`config.mk`:
```
export PLATFORM = sky130hd
export DESIGN_NAME = pi_dma_seq_flat
export DESIGN_NICKNAME = d
export VERILOG_FILES = /design/src/rtl/pi_dma_seq_pkg.sv /design/src/rtl/pi_dma_seq_if.sv /design/src/rtl/pi_dma_seq_wait_cnt.sv /design/src/rtl/pi_dma_seq.sv /design/src/flat_wrapper.sv
export SDC_FILE = /design/constraint.sdc
export NUM_CORES = 1
export LEC_CHECK = 0
export BUFFER_PORTS_ARGS = -buffer_cell sky130_fd_sc_hd__buf_2
export CAP_MARGIN = 20
export CORE_ASPECT_RATIO = 1.4
export CORE_MARGIN = 2
export CORE_UTILIZATION = 35
export CTS_BUF_LIST = sky130_fd_sc_hd__clkbuf_2 sky130_fd_sc_hd__clkbuf_4 sky130_fd_sc_hd__clkbuf_8
export CTS_CLUSTER_DIAMETER = 100
export DETAILED_ROUTE_END_ITERATION = 16
export GPL_ROUTABILITY_DRIVEN = 0
export PLACE_DENSITY = 0.64
export SLEW_MARGIN = 30
export SYNTH_ARGS = -nofsm -noshare
export SYNTH_HDL_FRONTEND = slang
export SYNTH_SLANG_ARGS = --single-unit
```
`constraint.sdc`:
```
create_clock -name clk -period 2.55 [get_ports clk]
set_clock_uncertainty 0.1 [all_clocks]
set_input_delay 0.1275 -clock clk [delete_from_list [all_inputs] [get_ports clk]]
set_output_delay 0.1275 -clock clk [all_outputs]
set_load 0.05 [all_outputs]
```
`src/rtl/pi_dma_seq_pkg.sv`:
```
// Shared definitions for the cartridge-bus block-copy sequencer.
// Contains the memory-select codes, the FSM state encoding and the bus widths.
package pi_dma_seq_pkg;

   localparam int unsigned AddrW = 23;
   localparam int unsigned LenW  = 16;

   typedef enum logic [1:0] {
      MemPrg = 2'd0,
      MemChr = 2'd1,
      MemSrm = 2'd2,
      MemRsv = 2'd3
   } mem_sel_e;

   typedef enum logic [2:0] {
      StIdle,
      StRd,
      StWrSu,
      StWrPl,
      StWrHd,
      StPause,
      StDone
   } state_e;

   // Chip-enable vector ordered {srm, chr, prg}
   function automatic logic [2:0] ce_onehot(mem_sel_e sel);
      logic [2:0] ce;
      unique case (sel)
         MemPrg:  ce = 3'b001;
         MemChr:  ce = 3'b010;
         MemSrm:  ce = 3'b100;
         default: ce = 3'b000;
      endcase
      return ce;
   endfunction

endpackage

```
`src/rtl/pi_dma_seq_if.sv`:
```
// Cartridge memory bus plus host arbitration signals shared by the sequencer
// (master) and the memories / host PI side (slave).
interface pi_dma_seq_if;
   import pi_dma_seq_pkg::*;

   logic [AddrW-1:0] mem_addr;
   logic             mem_ce_prg;
   logic             mem_ce_chr;
   logic             mem_ce_srm;
   logic             mem_oe;
   logic             mem_we;
   logic [7:0]       mem_do;
   logic [7:0]       mem_di;
   logic             host_req;
   logic             host_gnt;
   logic             dma_req;

   modport master (
      output mem_addr, mem_ce_prg, mem_ce_chr, mem_ce_srm, mem_oe, mem_we, mem_do,
      output host_gnt, dma_req,
      input  mem_di, host_req
   );

   modport slave (
      input  mem_addr, mem_ce_prg, mem_ce_chr, mem_ce_srm, mem_oe, mem_we, mem_do,
      input  host_gnt, dma_req,
      output mem_di, host_req
   );

endinterface

```
`src/rtl/pi_dma_seq_wait_cnt.sv`:
```
// Loadable down-counter timing the read and write strobe phases.
// Saturates at zero; zero flag is combinational from the count register.
module pi_dma_seq_wait_cnt #(
   parameter int unsigned Width = 8
) (
   input  logic             clk,
   input  logic             rst,
   input  logic             load,
   input  logic [Width-1:0] load_val,
   output logic             zero
);

   logic [Width-1:0] cnt_q;

   always_ff @(posedge clk) begin
      if (rst) begin
         cnt_q <= '0;
      end else if (load) begin
         cnt_q <= load_val;
      end else if (cnt_q != '0) begin
         cnt_q <= cnt_q - 1'b1;
      end
   end

   assign zero = (cnt_q == '0);

endmodule

```
`src/rtl/pi_dma_seq.sv`:
```
// Byte-by-byte block copy between PRG/CHR/SRM with programmable strobe widths,
// yielding the bus to the host PI between bytes. All outputs are registered.
module pi_dma_seq
   import pi_dma_seq_pkg::*;
#(
   parameter int unsigned T_RD = 2,
   parameter int unsigned T_WR = 2
) (
   input  logic             clk,
   input  logic             map_rst,
   input  logic             start,
   input  logic             abort,
   input  logic [AddrW-1:0] cfg_src,
   input  logic [AddrW-1:0] cfg_dst,
   input  logic [1:0]       cfg_src_mem,
   input  logic [1:0]       cfg_dst_mem,
   input  logic [LenW-1:0]  cfg_len,
   output logic             busy,
   output logic             done,
   output logic             err,
   pi_dma_seq_if.master     bus
);

   localparam int unsigned CntW = 8;

   state_e           state_q, state_d;
   logic [AddrW-1:0] src_q, src_d, dst_q, dst_d;
   logic [LenW-1:0]  rem_q, rem_d;
   mem_sel_e         smem_q, smem_d, dmem_q, dmem_d;
   logic             err_q, err_d;
   logic             capture;
   logic             cnt_zero;

   logic             busy_q, busy_d;
   logic             done_q;
   logic             gnt_q, gnt_d;
   logic             dreq_q, dreq_d;
   logic [AddrW-1:0] addr_q, addr_d;
   logic [2:0]       ce_q, ce_d;
   logic             oe_q, oe_d;
   logic             we_q, we_d;
   logic [7:0]       do_q;

   // Reloaded on every state change; RD and WR_PL hold until it reaches zero.
   pi_dma_seq_wait_cnt #(
      .Width (CntW)
   ) u_wait_cnt (
      .clk      (clk),
      .rst      (map_rst),
      .load     (state_d != state_q),
      .load_val ((state_d == StWrPl) ? CntW'(T_WR) : CntW'(T_RD)),
      .zero     (cnt_zero)
   );

   always_comb begin
      state_d = state_q;
      src_d   = src_q;
      dst_d   = dst_q;
      rem_d   = rem_q;
      smem_d  = smem_q;
      dmem_d  = dmem_q;
      err_d   = err_q;
      capture = 1'b0;
      unique case (state_q)
         StIdle: begin
            if (start) begin
               src_d  = cfg_src;
               dst_d  = cfg_dst;
               rem_d  = cfg_len;
               smem_d = mem_sel_e'(cfg_src_mem);
               dmem_d = mem_sel_e'(cfg_dst_mem);
               err_d  = 1'b0;
               if (cfg_len == '0) begin
                  state_d = StDone;
               end else if (smem_d == MemRsv || dmem_d == MemRsv) begin
                  state_d = StDone;
                  err_d   = 1'b1;
               end else if (gnt_q) begin
                  state_d = StPause;
               end else begin
                  state_d = StRd;
               end
            end
         end
         StRd: begin
            if (cnt_zero) begin
               capture = 1'b1;
               state_d = StWrSu;
            end
         end
         StWrSu: state_d = StWrPl;
         StWrPl: begin
            if (cnt_zero) state_d = StWrHd;
         end
         StWrHd: begin
            src_d = src_q + 1'b1;
            dst_d = dst_q + 1'b1;
            rem_d = rem_q - 1'b1;
            if (rem_d == '0) begin
               state_d = StDone;
            end else if (abort) begin
               state_d = StDone;
               err_d   = 1'b1;
            end else if (bus.host_req) begin
               state_d = StPause;
            end else begin
               state_d = StRd;
            end
         end
         StPause: begin
            if (abort) begin
               state_d = StDone;
               err_d   = 1'b1;
            end else if (!bus.host_req) begin
               state_d = StRd;
            end
         end
         StDone:  state_d = StIdle;
         default: state_d = StIdle;
      endcase
   end

   // Outputs are decoded from the next state so the registers line up with state_q.
   always_comb begin
      addr_d = addr_q;
      ce_d   = 3'b000;
      oe_d   = 1'b0;
      we_d   = 1'b0;
      unique case (state_d)
         StRd: begin
            addr_d = src_d;
            ce_d   = ce_onehot(smem_d);
            oe_d   = 1'b1;
         end
         StWrSu, StWrHd: begin
            addr_d = dst_d;
            ce_d   = ce_onehot(dmem_d);
         end
         StWrPl: begin
            addr_d = dst_d;
            ce_d   = ce_onehot(dmem_d);
            we_d   = 1'b1;
         end
         default: ;
      endcase
   end

   assign busy_d = state_d inside {StRd, StWrSu, StWrPl, StWrHd, StPause};
   assign gnt_d  = (state_d == StPause) || (state_d == StIdle && bus.host_req);
   assign dreq_d = busy_d && !gnt_d;

   always_ff @(posedge clk) begin
      if (map_rst) begin
         state_q <= StIdle;
         src_q   <= '0;
         dst_q   <= '0;
         rem_q   <= '0;
         smem_q  <= MemPrg;
         dmem_q  <= MemPrg;
         err_q   <= 1'b0;
         busy_q  <= 1'b0;
         done_q  <= 1'b0;
         gnt_q   <= 1'b0;
         dreq_q  <= 1'b0;
         addr_q  <= '0;
         ce_q    <= 3'b000;
         oe_q    <= 1'b0;
         we_q    <= 1'b0;
         do_q    <= '0;
      end else begin
         state_q <= state_d;
         src_q   <= src_d;
         dst_q   <= dst_d;
         rem_q   <= rem_d;
         smem_q  <= smem_d;
         dmem_q  <= dmem_d;
         err_q   <= err_d;
         busy_q  <= busy_d;
         done_q  <= (state_d == StDone);
         gnt_q   <= gnt_d;
         dreq_q  <= dreq_d;
         addr_q  <= addr_d;
         ce_q    <= ce_d;
         oe_q    <= oe_d;
         we_q    <= we_d;
         if (capture) do_q <= bus.mem_di;
      end
   end

   assign busy           = busy_q;
   assign done           = done_q;
   assign err            = err_q;
   assign bus.host_gnt   = gnt_q;
   assign bus.dma_req    = dreq_q;
   assign bus.mem_addr   = addr_q;
   assign bus.mem_ce_prg = ce_q[0];
   assign bus.mem_ce_chr = ce_q[1];
   assign bus.mem_ce_srm = ce_q[2];
   assign bus.mem_oe     = oe_q;
   assign bus.mem_we     = we_q;
   assign bus.mem_do     = do_q;

endmodule

```
`src/flat_wrapper.sv`:
```
// flat-port wrapper written by rule: the top's interface ports become plain ports
module pi_dma_seq_flat import pi_dma_seq_pkg::*;
#(
   parameter int unsigned T_RD = 2,
   parameter int unsigned T_WR = 2
)
  (clk, map_rst, start, abort, cfg_src, cfg_dst, cfg_src_mem, cfg_dst_mem, cfg_len, busy, done, err, bus_mem_addr, bus_mem_ce_prg, bus_mem_ce_chr, bus_mem_ce_srm, bus_mem_oe, bus_mem_we, bus_mem_do, bus_host_gnt, bus_dma_req, bus_mem_di, bus_host_req);
  pi_dma_seq_if bus_i ();
  input  logic clk;
  input  logic map_rst;
  input  logic start;
  input  logic abort;
  input  logic [AddrW-1:0] cfg_src;
  input  logic [AddrW-1:0] cfg_dst;
  input  logic [1:0] cfg_src_mem;
  input  logic [1:0] cfg_dst_mem;
  input  logic [LenW-1:0] cfg_len;
  output logic busy;
  output logic done;
  output logic err;
  output wire logic [$bits(bus_i.mem_addr)-1:0] bus_mem_addr;
  output wire logic [$bits(bus_i.mem_ce_prg)-1:0] bus_mem_ce_prg;
  output wire logic [$bits(bus_i.mem_ce_chr)-1:0] bus_mem_ce_chr;
  output wire logic [$bits(bus_i.mem_ce_srm)-1:0] bus_mem_ce_srm;
  output wire logic [$bits(bus_i.mem_oe)-1:0] bus_mem_oe;
  output wire logic [$bits(bus_i.mem_we)-1:0] bus_mem_we;
  output wire logic [$bits(bus_i.mem_do)-1:0] bus_mem_do;
  output wire logic [$bits(bus_i.host_gnt)-1:0] bus_host_gnt;
  output wire logic [$bits(bus_i.dma_req)-1:0] bus_dma_req;
  input wire logic [$bits(bus_i.mem_di)-1:0] bus_mem_di;
  input wire logic [$bits(bus_i.host_req)-1:0] bus_host_req;
  assign bus_mem_addr = bus_i.mem_addr;
  assign bus_mem_ce_prg = bus_i.mem_ce_prg;
  assign bus_mem_ce_chr = bus_i.mem_ce_chr;
  assign bus_mem_ce_srm = bus_i.mem_ce_srm;
  assign bus_mem_oe = bus_i.mem_oe;
  assign bus_mem_we = bus_i.mem_we;
  assign bus_mem_do = bus_i.mem_do;
  assign bus_host_gnt = bus_i.host_gnt;
  assign bus_dma_req = bus_i.dma_req;
  assign bus_i.mem_di = bus_mem_di;
  assign bus_i.host_req = bus_host_req;
  pi_dma_seq #(.T_RD(T_RD), .T_WR(T_WR)) u_core (.clk(clk), .map_rst(map_rst), .start(start), .abort(abort), .cfg_src(cfg_src), .cfg_dst(cfg_dst), .cfg_src_mem(cfg_src_mem), .cfg_dst_mem(cfg_dst_mem), .cfg_len(cfg_len), .busy(busy), .done(done), .err(err), .bus(bus_i));
endmodule
```
=== Word-level counts from Yosys, hierarchy flattened ===
Index checks and enable logic that the tools add are counted.

* Reductions and logical operators: 22
* Muxes and demuxes: 38
* Add/sub/neg operators: 4
* Equal/unequal tests: 20

{| class="wikitable"
|+ Operators by type and width
! cell !! number
|-
| one-hot mux 23 bit (2 select lines) || 3
|-
| adder 23 x 1 -> 23 bit (second input constant) || 2
|-
| two-way mux 23 bit || 2
|-
| two-way mux 3 bit || 11
|-
| zero test 16 bit || 2
|-
| one-hot mux 16 bit (2 select lines) || 1
|-
| one-hot mux 3 bit (3 select lines) || 2
|-
| one-hot mux 3 bit (6 select lines) || 1
|-
| two-way mux 16 bit || 1
|-
| subtractor 16 x 1 -> 16 bit (second input constant) || 1
|-
| == test 3 bit (second input constant) || 5
|-
| == test 3 x 2 -> 1 bit (second input constant) || 4
|-
| two-way mux 2 bit || 6
|-
| two-way mux 1 bit || 9
|-
| == test 2 bit (second input constant) || 4
|-
| zero test 8 bit || 1
|-
| nonzero test 8 bit || 1
|-
| subtractor 8 x 1 -> 8 bit (second input constant) || 1
|-
| == test 3 x 1 -> 1 bit (second input constant) || 2
|-
| zero test 3 bit || 2
|-
| one-hot mux 3 bit (2 select lines) || 1
|-
| nonzero test 2 bit || 3
|-
| nonzero test 5 bit || 1
|-
| == test 2 x 1 -> 1 bit (second input constant) || 2
|-
| 12 further kinds || 16
|}

* Output and inout port bits: 41
* Bits of input ports: 79
* Register bits after elaboration: 118
* Logic and storage cells: 102

=== Longest topological paths before layout ===
Gate-level depths: netlist of run 1.

* Depth after elaboration: 11
* Depth in mapped cells: 11
* Gate-level depth less buffers: 9

=== Modules after synthesis ===
Synthesis of run 1 repeated with hierarchy kept, for this count alone.

* Cell total of the unflattened synthesis: 831
* Area total of the unflattened synthesis: 6,391.1 µm²

{| class="wikitable"
|+ Modules (own cells, without submodules)
! module !! area an instance (µm²) !! cells each !! times used !! sequential area each (µm²)
|-
| pi_dma_seq || 5,894.4 || 770 || 1 || 2,202.1
|-
| pi_dma_seq_wait_cnt || 496.7 || 61 || 1 || 160.2
|}

=== Worst setup path after synthesis of run 1 ===
Ideal clock, no wire load.

* Path kind: register to register
* Start: register u_core.rem_q[0]
* End: register u_core.addr_q[10] (netlist: u_core.bus.mem_addr[10])
* Required time: 2.327 ns
* Data arrival time: 2.486 ns
* Path buffers: 2
* Clock period less this slack: 2.710 ns
* Setup slack: -0.160 ns
* Stages on the path, launching flop included: 12
* Library setup time: 0.123 ns
* Cells stage by stage: dfxtp_1 -> inv_1 -> ha_1 -> nor3b_2 -> nor3b_1 -> o311ai_2 -> a211oi_4 -> o31a_1 -> buf_6 -> nor3_4 -> buf_8 -> o211ai_2

* Cells in the longest elaborated chain, start to end: 7
* Elaborated cells between the ends (all ways): 11
* Classes of those cells: 1 x add/sub; 4 x eq/ne; 3 x mux; 3 x reduce/logical

{| class="wikitable"
|+ Ends and longest elaborated chain
! element !! line !! text
|-
| start, declared || pi_dma_seq.sv:28 || <nowiki>logic [LenW-1:0] rem_q, rem_d;</nowiki>
|-
| start signal, assigned || pi_dma_seq.sv:174 || <nowiki>rem_q <= rem_d;</nowiki>
|-
| subtractor 16 x 1 -> 16 bit (*) || pi_dma_seq.sv:98 || <nowiki>rem_d = rem_q - 1'b1;</nowiki>
|-
| zero test 16 bit (*) || pi_dma_seq.sv:99 || <nowiki>if (rem_d == '0) begin</nowiki>
|-
| two-way mux 3 bit (*) || pi_dma_seq.sv:99 ||
|-
| one-hot mux 3 bit (6 select lines) (*) || pi_dma_seq.sv:64 || <nowiki>unique case (state_q)</nowiki>
|-
| == test 3 bit, or another cell as far along || pi_dma_seq.sv:129 || <nowiki>unique case (state_d)</nowiki>
|-
| OR reduction 3 bit (no source line) || -- ||
|-
| one-hot mux 23 bit (2 select lines) / nonzero test 2 bit (equally long branches) || -- ||
|-
| end signal, assigned || pi_dma_seq.sv:182 || <nowiki>addr_q <= addr_d;</nowiki>
|-
| end, declared || pi_dma_seq.sv:38 || <nowiki>logic [AddrW-1:0] addr_q, addr_d;</nowiki>
|}

Mark *: on every way between the ends. The rest lies on a longest branch, timed or not.
A chain may end at the register's enable or synchronous reset.

=== Worst setup path after layout of run 1 ===
* Start: register u_core.rem_q[0]
* End: register u_core.addr_q[14] (netlist: u_core.bus.mem_addr[14])

The elaborated chain is that of the path after synthesis.

==> metrics.md, run 1 <==
| Metric | Value |
|---|---|
| Number of cells on the worst hold path | `4` |
| Routed length on met2 | `12.2 mm` |
| Rel. slew slack | `66.6%` |
| Post-synthesis area per instance | `7.88 µm²` |
| Share of synthesized flip-flops with an asynchronous set or reset | `0%` |
| Port bufs | `119` |
| Worst ir drop on vdd | `0.778 mV` |
| Routed vias/inst | `5.56` |
| Cell Pwr Density | `1270 nW/µm²` |
| Antenna cells | `0` |
| Initial detailed-routing violation count | `535` |
| Net load switching power | `5570 µW` |
| Hold Crit Class | `input port to register` |
| Fraction of power consumed by combinational cells | `58.8%` |
| Pre-CTS WS | `-0.174 ns` |
| Clk sink count | `118` |
| Yosys top cell area share | `35.7%` |
| Post-DP HPWL | `16.2 mm` |
| Cell with the biggest individual delay on the critical path | `nor3_4` |
| Period Utilization, post-route | `105%` |
| Outcome | `finished, violations left` |
| Remaining antenna violation count after routing | `0` |
| #FFs+latches synth | `118` |
| Start point of the worst hold path | `cfg_src[20]` |
| Data required time at the worst endpoint | `2.78 ns` |
| Final Hold Slack | `0.0497 ns` |
| Met3 wire len | `1.02 mm` |
| Detailed-route wire length | `23.1 mm` |
| Area of combinational cells with multiple inputs | `4080 µm²` |
| Upper clock frequency limit | `373 MHz` |
| Post-synthesis instance area | `6620 µm²` |
| Hold Fails Final Rpt | `0` |
| Unrepaired setup endpoints after global routing | `true` |
| Net Sw Frac | `47.8%` |
| Area contributors post-synth | `dfxtp_1, a21oi_1, nor2_1` |
| Top routing layer used | `met4` |
| Fill cell count | `1,824` |
| Post-synth EDFFs | `0` |
| Maximum number of pins on one net before global-route repair | `48` |
| # rows | `59` |
| Initial DRT Pass Iterations | `5` |
| Max Transition Viols Final | `0` |
| Total die area | `20,100 µm²` |
| Number of antenna violations at the first check in global routing | `0` |
| Final setup vio count | `23` |
| Sequential cell area | `2370 µm²` |
| Number of instances in the synthesized netlist | `840` |
| Reg-to-Reg End | `u_core.bus.mem_addr[14]` |
| Worst r2r path cells | `11` |
| Startpoint types | `register` |
| Worst path buffer plus inverter count | `3` |
| Worst Slack Setup Final | `-0.129 ns` |
| Die span in y | `167 µm` |
| Core area | `18,600 µm²` |
| Sequential-to-total area share from yosys stat | `35.7%` |
| Primary flip-flop cell chosen by synthesis mapping | `dfxtp_1` |
| Fraction of layout cells with a size suffix above 1 | `28.7%` |
| Remaining Overflow, GRT | `0` |
| Worst-margin pin slew | `0.489 ns` |
| Critical path type | `register to register` |
| Global routing usage summed across all routing layers | `22.5%` |
| Max stage delay on crit path | `0.41 ns` |
| Total number of yosys warnings | `0` |
| Initial Utilization | `35.6%` |
| CP delay by family, top | `simple AND/OR/NAND/NOR gates` |
| Crit path cell chain | `inv_4 > ha_4 > nor3b_4 > nor3b_2 > o311ai_2 > buf_4 > a211oi_4 > o31a_1 > nor3_4 > clkbuf_16 > o211ai_2` |
| Hold worst-path end | `u_core.src_q[20]` |
| Number of max-cap violations | `0` |
| Inserted Clock Buffers | `17` |
| Horizontal die dimension | `120 µm` |
| Sequential share of power | `25.9%` |
| Total via count in the routed design | `7,378` |
| I/O pin total | `120` |
| Synthesized Nets | `925` |
| Crit end category | `register` |
| Number of nets in the final layout | `1,154` |
| Synthesis-to-finish area growth | `38.8%` |
| Standard cell area after detailed placement | `7920 µm²` |
| Clock Tree Root | `clkbuf_8` |
| Data arrival time of the worst path | `2.91 ns` |
| Post-synth top area cell | `dfxtp_1` |
| Highest fanout seen on the critical path | `8` |
| Internal Pwr Total | `6090 µW` |
| Failing checks | `setup timing` |
| Routed len/inst | `17.4 µm` |
| Clock insertion delay at the later pin of the skew report | `0.45 ns` |
| WL met1 | `9.20 mm` |
| Critical R2R Launch | `u_core.rem_q[0]` |
| Finished Cell Area | `9190 µm²` |
| Clock network fraction of design power | `15.3%` |
| Number of levels the H-tree was split into | `4` |
| Global-route wire length before repair | `36.0 mm` |
| CTS tree | `built` |
| Clock tree buffer depth | `2` |
| Drt drc | `0` |
| Via count of the first global-routing pass | `7,054` |
| Pleak | `0.00367 µW` |
| Reg-to-reg slack, setup | `-0.13 ns` |
| Number of different library cells in the post-synthesis netlist | `83` |
| Tmin final | `2.68 ns` |
| CTS clock-pin slew for the worst setup and hold paths | `0.08 ns` |
-- cells in the mapped netlist (all sizes together) (6+ instances only) --
cell type,number
dfxtp,118
nor2,85
nand2,82
a21oi,72
nand3,56
clkbuf,42
nor3,34
o211ai,28
o21ai,27
nor4,25
a31oi,22
buf,20
inv,17
mux2i,17
nand4,16
nand2b,13
a211oi,12
o22ai,10
or3,10
xnor2,10
nor3b,8
or4,7
and4,6
ha,6
-- final cells by class --
cell class                 instances  area share, %
clock buffer                      19           2.85
inverter                          18          0.790
tap                              244           3.32
sequential                       118           25.8
clock inverter                    13           1.61
timing repair buffer             272           21.2
multi-input combinational        642           44.4
-- sequential cells by signal (all words and copies together) (netlist names), 2 cells and up --
| signal | flops |
|---|---|
| u_core.src_q | 23 |
| u_core.bus.mem_addr | 23 |
| u_core.dst_q | 23 |
| u_core.rem_q | 16 |
| u_core.u_wait_cnt.cnt_q | 8 |
| u_core.state_q | 3 |
| u_core.smem_q | 2 |
| u_core.ce_q | 3 |
| u_core.bus.mem_do | 8 |
| u_core.dmem_q | 2 |
-- layer usage --
layer	track usage, %	vias up
li1	-	3595
met1	25.6	3532
met2	41.5	210
met3	4.21	41
met4	7.74	0
met5	0	-
-- kinds of logic (layout without fill, tap and decap cells) --
family	Yosys count	after routing	synth area share (%)
buffers and inverters	80	322	5.06
DFF	118	118	35.7
and+or+nand+nor	374	374	29.7
adders and majority gates	6	6	1.13
xor gates and xnor gates	15	15	1.98
muxes	19	19	2.97
AOI/OAI and AO/OA	228	228	23.5
-- timing repair --
item                       4_1_cts  5_1_grt
gates cloned                     0        2
buffers inserted                 3       12
gates resized for setup         15       19
hold buffers                    54        0
setup endpoints to repair       33       37
hold endpoints to repair        63        0
pin swaps                        7       19
-- worst max path at each step --
stage	cells after the start	endpoint	startpoint	slack [ns]
after floorplan	11	u_core.bus.mem_addr[10]	u_core.rem_q[0]	0.02
after detailed placement	9	u_core.u_wait_cnt.cnt_q[2]	u_core.rem_q[0]	-0.17
after global placement	9	u_core.u_wait_cnt.cnt_q[4]	u_core.rem_q[0]	-0.06
after CTS	10	u_core.bus.mem_addr[0]	u_core.rem_q[0]	-0.006
final	11	u_core.bus.mem_addr[14]	u_core.rem_q[0]	-0.13
after global routing	11	u_core.bus.mem_addr[10]	u_core.rem_q[0]	-0.20
-- power by group through the flow --
| stage | clock (µW) | sequential [µW] | combinational [µW] |
|---|---|---|---|
| detailed placement | 0 | 3020 | 6130 |
| global route | 1900 | 3100 | 7350 |
| CTS | 1810 | 3000 | 6370 |
| finish | 1780 | 3020 | 6850 |
| global placement | 0 | 3030 | 6060 |
| floorplan | 0 | 3700 | 3350 |
-- cell usage in the layout (no fill, tap or decap), types with 5 or more instances in the layout --
master and n:
clkbuf_8 19, nor2_1 82, nand4_1 16, nand2b_1 13, dfxtp_1 113, o21ai_0 22, inv_1 15, ha_1 5
dlygate4sd3_1 54, and4_1 6, or4_1 5, nand2_1 82, buf_2 118, nor3_1 31, nor4_2 7, a21oi_1 71
buf_4 94, o211ai_2 7, nor2b_1 5, xnor2_1 10, nor4_1 15, nand3_1 56, o41ai_2 5, o22ai_1 10
xor2_1 5, o21ai_1 5, and2_1 5, a211oi_1 11, or3_1 9, mux2i_1 17, o211ai_1 21, a31oi_1 22
-- tightest hold or removal path, stage by stage --
cell     delay (ns)
buf_2          0.11
nand2_1        0.08
a31o_2         0.19
inv_1          0.04
-- per-stage QoR --
step                setup TNS [ns]  total power [µW]  instances  utilization [%]
global placement            -0.515              9090       1223             42.6
global route                 -4.29             12400       1326             49.4
floorplan                        0              7050        840                -
CTS                       -0.00636             11200       1312             48.2
finish                       -2.07             11700       1326             49.4
detailed placement           -2.07              9150       1223             42.6
(Power assumes the default switching activity.)
==> inputs of run 2 (changes only) <==
Settings changed: PLACE_DENSITY 0.64 to 0.62.
Clock period 2.55 ns to 3.1 ns, I/O delays scaled along.
==> metrics.md, run 2 (synthesized netlist as in run 1, its figures left out) <==
| Metric | Value |
|---|---|
| Outcome | `completed` |
| Worst ir drop on vdd | `0.583 mV (-25%)` |
| Initial Utilization | `35.6% (unchanged)` |
| Critical path type | `input port to register` |
| Hold Fails Final Rpt | `0 (unchanged)` |
| Pleak | `0.00329 µW (-10%)` |
| Sequential cell area | `2360 µm² (-0.42%)` |
| Remaining Overflow, GRT | `0 (unchanged)` |
| Via count of the first global-routing pass | `6,647 (-5.8%)` |
| Inserted Clock Buffers | `17 (unchanged)` |
| Die span in y | `167 µm (unchanged)` |
| Global-route wire length before repair | `34.7 mm (-3.4%)` |
| Met2 layer usage reported by global route | `38.6% (-2.9 points)` |
| Reg-to-reg slack, setup | `0.25 ns (+0.38 ns)` |
| Number of antenna violations at the first check in global routing | `0 (unchanged)` |
| Detailed-route wire length | `22.1 mm (-4.5%)` |
| Cell Count Post-Placement | `1,174 (-4.0%)` |
| Finished Cell Area | `8480 µm² (-7.7%)` |
| Tmin final | `2.87 ns` |
| Number of levels the H-tree was split into | `4 (unchanged)` |
| Crit end category | `register` |
| Port bufs | `119 (unchanged)` |
| Number of resized instances in the post-cts repair step | `0 (-15)` |
| Area of combinational cells with multiple inputs | `3940 µm² (-3.5%)` |
| Period Utilization, post-route | `92.5%` |
| Number of max-cap violations | `0 (unchanged)` |
| Post-DP HPWL | `15.6 mm (-4.0%)` |
| GR Layer Usage met1 | `26.6% (+0.94 points)` |
| Initial detailed-routing violation count | `532 (-0.56%)` |
| I/O pin total | `120 (unchanged)` |
| Startpoint types | `input port` |
| # rows | `59 (unchanged)` |
| Routed len/inst | `17.6 µm (+0.81%)` |
| Standard cell area after detailed placement | `7540 µm² (-4.7%)` |
| Fraction of layout cells with a size suffix above 1 | `22.0% (-6.7 points)` |
| Maximum number of pins on one net before global-route repair | `55 (+15%)` |
| Clock tree buffer depth | `2 (unchanged)` |
| Data arrival time of the worst path | `3.10 ns (+0.19 ns)` |
| CTS tree | `built` |
| CTS clock-pin slew for the worst setup and hold paths | `0.07 ns (about the same)` |
| Number of nets in the final layout | `1,084 (-6.1%)` |
| Global routing usage summed across all routing layers | `21.9% (-0.58 points)` |
| Fill cell count | `1,947 (+6.7%)` |
| Cell Pwr Density | `1030 nW/µm² (-19%)` |
| Synthesis-to-finish area growth | `28.1%` |
| Hold Crit Class | `input port to register` |
| Highest fanout seen on the critical path | `17 (+9)` |
| Rel. slew slack | `54.0% (-13 points)` |
| Most used cells in the layout excluding fill and tap cells | `buf_2, dfxtp_1, nor2_1` |
| Routed vias/inst | `5.54 (-0.38%)` |
| Final setup vio count | `0 (-100%)` |
| Total via count in the routed design | `6,962 (-5.6%)` |
| Clock insertion delay at the later pin of the skew report | `0.45 ns (about the same)` |
| Initial DRT Pass Iterations | `5 (unchanged)` |
| Unrepaired setup endpoints after global routing | `false` |
| Drt drc | `0 (unchanged)` |
| Core area | `18,600 µm² (unchanged)` |
| GRT met3 Usage | `4.01% (-0.21 points)` |
| Most frequent standard cell in the layout excluding fill and tap cells | `buf_2` |
| Data required time at the worst endpoint | `3.33 ns (+0.55 ns)` |
| Antenna cells | `0 (unchanged)` |
| Final Non-Filler Cells | `1,256 (-5.3%)` |
| Clk sink count | `118 (unchanged)` |
| Max Transition Viols Final | `0 (unchanged)` |
| Highest-utilization routing layer at the global route stage | `met2` |
| Total die area | `20,100 µm² (unchanged)` |
| Upper clock frequency limit | `349 MHz` |
| Post-Route Setup TNS | `0 ns (+2.07 ns)` |
| Worst-margin pin slew | `0.673 ns (+0.184 ns)` |
| Horizontal die dimension | `120 µm (unchanged)` |
| Remaining antenna violation count after routing | `0 (unchanged)` |
| Clock Tree Root | `clkbuf_8` |
[run 2: cell types whose count changed in the layout (fill, tap and decap cells not counted), moves of 3 or more]
cell / previous run / this run
buf_4: 94 / 32
clkinv_2: 1 / 4
nor4_2: 7 / 2
nor4_1: 15 / 21
dlygate4sd3_1: 54 / 49
o41ai_1: 0 / 5
inv_6: 3 / 0
dfxtp_1: 113 / 117
o41ai_2: 5 / 0
[run 2: area by class of cell]
cell class              count  share of cell area [%]
clock buffers              19                    3.01
clock inverters            13                    2.12
inverters                  18                   0.797
multi-input cells         642                    46.4
flip-flops and latches    118                    27.9
well taps                 244                    3.60
repair buffers            202                    16.2
[run 2: path summary, 6_finish.rpt]
kind              cells after the start              startpoint                     end
hold / removal                        4              cfg_len[6]         u_core.rem_q[6]
hold reg to reg                       2  u_core.bus.mem_addr[9]  u_core.bus.mem_addr[9]
setup reg to reg                     10         u_core.rem_q[0]  u_core.bus.mem_addr[7]
setup / recovery                     10             cfg_len[10]  u_core.bus.mem_addr[7]
[run 2: stage by stage]
step           worst slack, ns  total power (µW)  hold WS (ns)  util, %
6_report                 0.232              8770        0.0347     45.6
3_3_place_gp           0.00682              7060         0.285     40.5
5_1_grt                 0.0323              9340        0.0250     45.6
3_5_place_dp             0.173              7140         0.298     40.6
4_1_cts                  0.151              8760       0.00158     45.5
2_1_floorplan            0.390              5790         0.191        -
[run 2: metal layers]
layer | vias to the layer above | share of wire, %
met5 | - | 0
met4 | 0 | 2.4
met3 | 35 | 4.8
met2 | 211 | 51
met1 | 3272 | 42
li1 | 3444 | -
[run 2: what timing repair did]
action / CTS / global route
hold buffers: 48 / 1
endpoints found under the setup margin: 0 / 3
buffers inserted: 0 / 1
endpoints found under the hold margin: 51 / 1
[run 2: power breakdown]
part / internal, µW / total, µW / switching [µW]
Sequential: 2010 / 2530 / 520
Clock: 902 / 1570 / 670
Combinational: 1590 / 4670 / 3070
[run 2: worst max-delay path, stage by stage]
cell and delay [ns]:
dlygate4sd3_1 0.54, buf_2 0.13, nor4_1 0.40, and4_1 0.41, o21bai_1 0.10, a21boi_0 0.40
o31ai_4 0.26, buf_6 0.23, a32o_1 0.26, a41o_1 0.19
==> inputs of run 3 (changes only) <==
Settings changed: PLACE_DENSITY 0.62 to not set, PLACE_DENSITY_LB_ADDON set to 0.05.
==> metrics.md, run 3 (synthesized netlist as in run 1, its figures left out) <==
| Metric | Value |
|---|---|
| Worst-margin pin slew | `0.947 ns (+0.274 ns)` |
| Number of max-cap violations | `0 (unchanged)` |
| Synthesis-to-finish area growth | `28.4%` |
| Pleak | `0.00330 µW (+0.18%)` |
| Initial DRT Pass Iterations | `5 (unchanged)` |
| Highest-utilization routing layer at the global route stage | `met2` |
| Maximum number of pins on one net before global-route repair | `84 (+53%)` |
| Data required time at the worst endpoint | `3.34 ns (about the same)` |
| Post-DP HPWL | `16.7 mm (+7.0%)` |
| Initial Utilization | `35.6% (unchanged)` |
| Initial detailed-routing violation count | `324 (-39%)` |
| Startpoint types | `register` |
| Inserted Clock Buffers | `17 (unchanged)` |
| Die span in y | `167 µm (unchanged)` |
| Total via count in the routed design | `7,119 (+2.3%)` |
| Hold Fails Final Rpt | `0 (unchanged)` |
| Routed len/inst | `19.0 µm (+8.4%)` |
| Post-Route Setup TNS | `0 ns (unchanged)` |
| Clk sink count | `118 (unchanged)` |
| Most used cells in the layout excluding fill and tap cells | `buf_2, dfxtp_1, nor2_1, nand2_1, a21oi_1` |
| Final setup vio count | `0 (unchanged)` |
| GR Layer Usage met1 | `25.4% (-1.2 points)` |
| I/O pin total | `120 (unchanged)` |
| Cell Pwr Density | `1030 nW/µm² (about the same)` |
| CTS clock-pin slew for the worst setup and hold paths | `0.08 ns (about the same)` |
| Max Transition Viols Final | `0 (unchanged)` |
| Number of levels the H-tree was split into | `4 (unchanged)` |
| Worst ir drop on vdd | `0.456 mV (-22%)` |
| Clock tree buffer depth | `2 (unchanged)` |
| Clock insertion delay at the later pin of the skew report | `0.45 ns (about the same)` |
| Crit end category | `register` |
| Clock Tree Root | `clkbuf_8` |
| Highest fanout seen on the critical path | `18 (+1)` |
| Core area | `18,600 µm² (unchanged)` |
| Final Hold Slack | `0.0244 ns (-0.0103 ns)` |
| Fraction of layout cells with a size suffix above 1 | `22.5% (+0.48 points)` |
| # rows | `59 (unchanged)` |
| Upper clock frequency limit | `342 MHz (-1.9%)` |
| Most frequent standard cell in the layout excluding fill and tap cells | `buf_2` |
| Period Utilization, post-route | `94.3% (+1.8 points)` |
| Port bufs | `119 (unchanged)` |
| Unrepaired setup endpoints after global routing | `false` |
| Outcome | `completed` |
| Via count of the first global-routing pass | `7,051 (+6.1%)` |
| Horizontal die dimension | `120 µm (unchanged)` |
| Rel. slew slack | `36.5% (-18 points)` |
| Antenna cells | `0 (unchanged)` |
| Tmin final | `2.92 ns (+0.0544 ns)` |
| GRT met3 Usage | `4.42% (+0.41 points)` |
| Number of nets in the final layout | `1,089 (+0.46%)` |
| Global-route wire length before repair | `37.0 mm (+6.6%)` |
| Global routing usage summed across all routing layers | `23.5% (+1.6 points)` |
| Drt drc | `0 (unchanged)` |
| Data arrival time of the worst path | `3.16 ns (+0.06 ns)` |
| Hold Crit Class | `input port to register` |
| Critical path type | `register to register` |
| Detailed-route wire length | `24.0 mm (+8.8%)` |
| Routed vias/inst | `5.65 (+1.8%)` |
| Remaining antenna violation count after routing | `0 (unchanged)` |
| Remaining Overflow, GRT | `0 (unchanged)` |
| CTS tree | `built` |
| Met2 layer usage reported by global route | `43.8% (+5.2 points)` |
| Number of antenna violations at the first check in global routing | `0 (unchanged)` |
| Total die area | `20,100 µm² (unchanged)` |
## run 3: changes by cell type in the layout (fill, tap and decap cells not counted), sizes merged
cell	previous run	this run
buf	153	156
inv	17	19
dlygate4sd3	49	50
o31ai	4	5
bufinv	4	2
## run 3: final cells by class
| cell class | instances | area (µm²) |
|---|---|---|
| Fill cell | 1949 | 10100 |
| Timing Repair Buffer | 206 | 1400 |
| Clock inverter | 13 | 149 |
| Inverter | 18 | 67.6 |
| Tap cell | 244 | 305 |
| Clock buffer | 19 | 255 |
| Sequential cell | 118 | 2360 |
| Multi-Input combinational cell | 643 | 3960 |
## run 3: layer usage
metal	wire length, µm	vias to the layer above
met3	1120	43
li1	-	3453
met5	0	-
met1	9360	3411
met4	828	0
met2	12700	212
## run 3: final timing paths
path,slack [ns],from,endpoint,cells after the start
worst max-delay path,0.18,u_core.rem_q[0],u_core.bus.mem_addr[18],11
worst min register to register,0.36,u_core.bus.mem_addr[11],u_core.bus.mem_addr[11],2
worst min-delay path,0.02,cfg_dst[4],u_core.dst_q[4],3
worst max register to register,0.18,u_core.rem_q[0],u_core.bus.mem_addr[18],11
## run 3: power breakdown
| part | switching [µW] | total (µW) | internal (µW) |
|---|---|---|---|
| Sequential | 517 | 2530 | 2010 |
| Combinational | 3210 | 4820 | 1610 |
| Clock | 703 | 1460 | 752 |
| Total | 4430 | 8800 | 4370 |
## run 3: critical path, cell delays in order (launching register included)
cell and delay [ns]:
dfxtp_1 0.33, inv_1 0.06, ha_1 0.23, buf_4 0.16
o41ai_1 0.49, o311ai_2 0.24, a211oi_4 0.25, buf_12 0.17
o31a_1 0.18, nor3_4 0.04, buf_4 0.24, a211o_1 0.29
## run 3: through the flow
step           total power, µW  util, %  setup slack (ns)  cells  cell area (µm²)
5_1_grt                   9370     45.7            0.0641   1261             8500
3_5_place_dp              7230     40.6            0.0963   1177             7550
4_1_cts                   8780     45.5            0.0797   1259             8460
2_1_floorplan             5790        -             0.390    840             6620
3_3_place_gp              7170     40.6             0.176   1177             7550
6_report                  8800     45.7             0.177   1261             8500
## run 3: what timing repair did
item                       in CTS  in global routing
setup endpoints to repair       0                 11
hold buffers                   50                  0
buffers inserted                0                  1
hold endpoints to repair       53                  0
resized for setup               0                  4
